**config.mk**
```make
export PLATFORM = sky130hd
export DESIGN_NAME = control_cabina
export DESIGN_NICKNAME = d
export VERILOG_FILES = /design/src/rtl/control_cabina.sv
export SDC_FILE = /design/constraint.sdc
export NUM_CORES = 1
export LEC_CHECK = 0
export BUFFER_PORTS_ARGS = -buffer_cell sky130_fd_sc_hd__buf_2
export CAP_MARGIN = 20
export CORE_MARGIN = 2
export CORE_UTILIZATION = 45
export CTS_CLUSTER_SIZE = 30
export DETAILED_ROUTE_END_ITERATION = 10
export PLACE_DENSITY = 0.76
export SKIP_CTS_REPAIR_TIMING = 1
export SYNTH_ARGS = -nofsm -noshare
export SYNTH_HDL_FRONTEND = slang
export SYNTH_SLANG_ARGS = --single-unit
```
**constraint.sdc**
```tcl
create_clock -name clk -period 1.6 [get_ports clk]
set_input_delay 0.08 -clock clk [delete_from_list [all_inputs] [get_ports clk]]
set_output_delay 0.08 -clock clk [all_outputs]
set_load 0.02 [all_outputs]
```
**src/rtl/control_cabina.sv**
```systemverilog
// Car-side responder: latches hall/cabin requests, times floor travel and door-open
// intervals, and clears requests served while the doors are open.
module control_cabina #(
  parameter int T_PISO   = 50,
  parameter int T_PUERTA = 100
) (
  input  logic       clk,
  input  logic       reset,
  input  logic [3:0] estado,
  input  logic [9:0] botones,
  output logic [9:0] s,
  output logic       cambio_piso,
  output logic       esperar
);

  localparam int CMAX = (T_PISO > T_PUERTA) ? T_PISO : T_PUERTA;
  localparam int CW   = (CMAX > 1) ? $clog2(CMAX) : 1;

  typedef enum logic [1:0] {
    REPOSO,
    VIAJANDO,
    PUERTA_ABIERTA
  } state_t;

  state_t        state, state_n;
  logic [CW-1:0] cnt, cnt_n;
  logic          cp_n;
  logic [9:0]    mask, clr;
  logic          at_limit;

  function automatic logic [9:0] served_mask(input logic [1:0] floor, input logic up);
    logic [9:0] m;
    m = '0;
    case (floor)
      2'd0: begin
        m[0] = 1'b1;
        m[6] = 1'b1;
      end
      2'd1: begin
        m[7] = 1'b1;
        if (up) m[2] = 1'b1;
        else    m[1] = 1'b1;
      end
      2'd2: begin
        m[8] = 1'b1;
        if (up) m[4] = 1'b1;
        else    m[3] = 1'b1;
      end
      default: begin
        m[5] = 1'b1;
        m[9] = 1'b1;
      end
    endcase
    return m;
  endfunction

  always_comb begin
    mask     = served_mask(estado[1:0], estado[2]);
    clr      = (state == PUERTA_ABIERTA) ? mask : '0;
    // Travelling past the top or bottom floor must never produce a floor change.
    at_limit = (estado[2] && (estado[1:0] == 2'd3)) || (!estado[2] && (estado[1:0] == 2'd0));
    state_n  = state;
    cnt_n    = cnt;
    cp_n     = cambio_piso;
    case (state)
      REPOSO: begin
        if (estado[3]) begin
          state_n = VIAJANDO;
          cnt_n   = '0;
        end else if (((s | botones) & mask) != '0) begin
          state_n = PUERTA_ABIERTA;
          cnt_n   = '0;
        end
      end
      VIAJANDO: begin
        if (!estado[3]) begin
          state_n = PUERTA_ABIERTA;
          cnt_n   = '0;
        end else if (cnt == CW'(T_PISO - 1)) begin
          if (!at_limit) begin
            cp_n  = ~cambio_piso;
            cnt_n = '0;
          end
        end else begin
          cnt_n = cnt + 1'b1;
        end
      end
      PUERTA_ABIERTA: begin
        if ((botones & mask) != '0) begin
          cnt_n = '0;
        end else if (cnt == CW'(T_PUERTA - 1)) begin
          state_n = REPOSO;
          cnt_n   = '0;
        end else begin
          cnt_n = cnt + 1'b1;
        end
      end
      default: begin
        state_n = REPOSO;
        cnt_n   = '0;
      end
    endcase
  end

  always_ff @(posedge clk) begin
    if (reset) begin
      state       <= REPOSO;
      cnt         <= '0;
      s           <= '0;
      cambio_piso <= 1'b0;
      esperar     <= 1'b0;
    end else begin
      state       <= state_n;
      cnt         <= cnt_n;
      s           <= (s | botones) & ~clr;
      cambio_piso <= cp_n;
      esperar     <= (state_n == PUERTA_ABIERTA);
    end
  end

endmodule
```
==> impl_metrics.json <==
{
  "cts_buffers": 3,
  "yosysWarningCount": 0,
  "gp_congestion": 0.814,
  "critPathRequiredTime_ns": 1.85,
  "setup_viol": 10,
  "clk_path_buf_depth": 2,
  "tightest_slew_ns": 0.585,
  "final.period_utilization_pct": 115,
  "setup_tns_ns": -2.01,
  "rsz0062_at_grt": "yes",
  "dieHeight_um": 56.3,
  "final.fill_count": 200,
  "stdcell_area_um2": 1760,
  "violations": "negative setup slack",
  "start_kind": "register",
  "area_growth_syn_to_layout_pct": 42.8,
  "ios": 28,
  "synth.cell_area_um2": 1230,
  "grt_antenna_before_repair": 0,
  "dieArea_um2": 3170,
  "seq_area_um2": 429,
  "routed_via_density": 5.74,
  "syn_inst": 145,
  "yosys_most_used_dff": "dfxtp_1",
  "vias": 1355,
  "mostFrequentLayoutCell": "buf_4",
  "leakagePower_nw": 0.758,
  "cts_max_level": 1,
  "yosysSeqAreaShare_pct": 34.1,
  "grt_max_degree": 16,
  "syn-num-nets": 167,
  "place_area_um2": 1610,
  "clock-sinks": 21,
  "synth_edf_count": 0,
  "end_kind": "register",
  "multi_input_area_um2": 848,
  "power.density_nw_per_um2": 733,
  "maxSlewHeadroom_pct": 60.7,
  "placedCellCount": 227,
  "die_x_um": 56.3,
  "dp_hpwl_mm": 2.55,
  "synth_cell_type_count": 44,
  "status": "finished with violations",
  "grt_overflow": 0,
  "min_period_ns": 1.85,
  "wirelength_mm": 3.53,
  "wire_per_inst_um": 14.9,
  "synth_seq_cells": 21,
  "cp_max_fo": 8,
  "tritoncts": "yes",
  "n_antenna_cell": 0,
  "grt_pass1_wl_mm": 5.30,
  "path_clk_slew_ns": 0.12,
  "async_reset_ff_share_pct": 0,
  "final_cell_mix": "buf_4 (33), buf_2 (27), nor2_1 (20)",
  "layout.nets": 229,
  "drive_above_1_share_pct": 46.6,
  "portBuffers": 27,
  "crit_buf_inv": 0,
  "clk_latency_ns": 0.32,
  "finalHoldViolCount": 0,
  "vdd_drop_max_mv": 0.544,
  "cp.arrival_ns": 2.10,
  "drcViolationCount": 0,
  "final_antenna_net_count": 0,
  "grt_usage_pct": 20.9,
  "yosysTopAreaCell": "dfxtp_1",
  "cts-root-buf": "clkbuf_4",
  "timing.final.ws_setup_ns": -0.247,
  "initial_utilization_pct": 48.4,
  "synth_area_per_cell_um2": 8.49,
  "cp_top_family": "compound AO/OA/AOI/OAI gates",
  "grt_pass1_vias": 1284,
  "drt_iter0_markers": 45,
  "worstSetupPathType": "register to register",
  "slew_viol_final": 0,
  "fin_skew_ns": 0.00802,
  "slowest_stage": "or4_1",
  "stdcell_count": 236,
  "row_count": 18,
  "ys_top_cells_by_area": "dfxtp_1 (34%), ha_1 (6.1%), nor2_1 (6.1%)",
  "maxCapViolations": 0,
  "yosysTopAreaCellShare_pct": 34.1,
  "coreArea_um2": 2540,
  "worstPathCellList": "and2b_2 > a32o_2 > o221a_4 > or4_1 > a21oi_1",
  "max_freq_mhz": 541,
  "drt_pass1_iterations": 4,
  "cp_slowest_stage_delay_ns": 0.47,
  "hp-class": "input port to register"
}
-- state kept, by name (all words and copies together) (netlist names) --
signal,flops
s,10
cnt,7
state,2
cambio_piso,1
esperar,1
-- worst min-delay path: stages --
cell	delay, ns
buf_2	0.10
nor2_1	0.05
nor2_1	0.09
-- cells by family (layout without fill, tap and decap cells) --
family                   count (synthesis)  after routing  synth area share [%]
AO/OA/AOI/OAI                           39             40                  23.4
adder cells (fa/ha/maj)                  6              6                  6.10
buffers and inverters                   13             73                  6.00
AND/OR/NAND/NOR                         63             63                  28.1
XOR/XNOR                                 1              1                 0.712
flip-flops                              21             21                  34.1
multiplexers                             2              2                  1.63
-- through the flow --
step | setup WS [ns] | hold WS (ns) | utilization (%) | total power, mW
after floorplan | -0.205 | 0.214 | - | 0.814
after global placement | -0.212 | 0.347 | 63.4 | 0.951
after detailed placement | -0.288 | 0.366 | 63.4 | 0.972
after CTS | -0.344 | 0.0445 | 64.4 | 1.23
after global routing | -0.295 | 0.0534 | 69.1 | 1.35
final | -0.247 | 0.0306 | 69.1 | 1.29
-- final timing paths --
path | startpoint | to | slack [ns] | cells past startpoint
max | s[5] | cnt[2] | -0.25 | 5
min | botones[5] | s[5] | 0.03 | 3
max reg2reg | s[5] | cnt[2] | -0.25 | 5
min reg2reg | s[8] | s[8] | 0.53 | 2
-- layer usage --
metal	wire, um	GRT usage, %
met2	1830	35.6
met1	1440	24.4
met4	109	11.9
met3	148	3.92
met5	0	0
-- where the power goes --
group | internal, mW | switching (mW)
clock | 0.0977 | 0.171
sequential | 0.559 | 0.0207
combinational | 0.205 | 0.235
-- cells in the mapped netlist (3+ instances only) --
| library cell | instances |
|---|---|
| or3_2 | 5 |
| a211oi_1 | 4 |
| or2_2 | 3 |
| or4_1 | 3 |
| ha_1 | 6 |
| nand3_1 | 4 |
| dfxtp_1 | 21 |
| nor2_1 | 20 |
| o21ai_0 | 10 |
| a21oi_1 | 9 |
| nor3_1 | 6 |
| nand2_1 | 8 |
| inv_1 | 9 |
-- layout make-up --
class / count / share of cell area [%]
clock buffer: 4 / 1.49
inverter: 9 / 1.92
multi-input combinational: 112 / 48.3
sequential: 21 / 24.4
tap: 30 / 2.14
timing repair buffer: 60 / 21.8
Power figures use the tool's default switching activity.
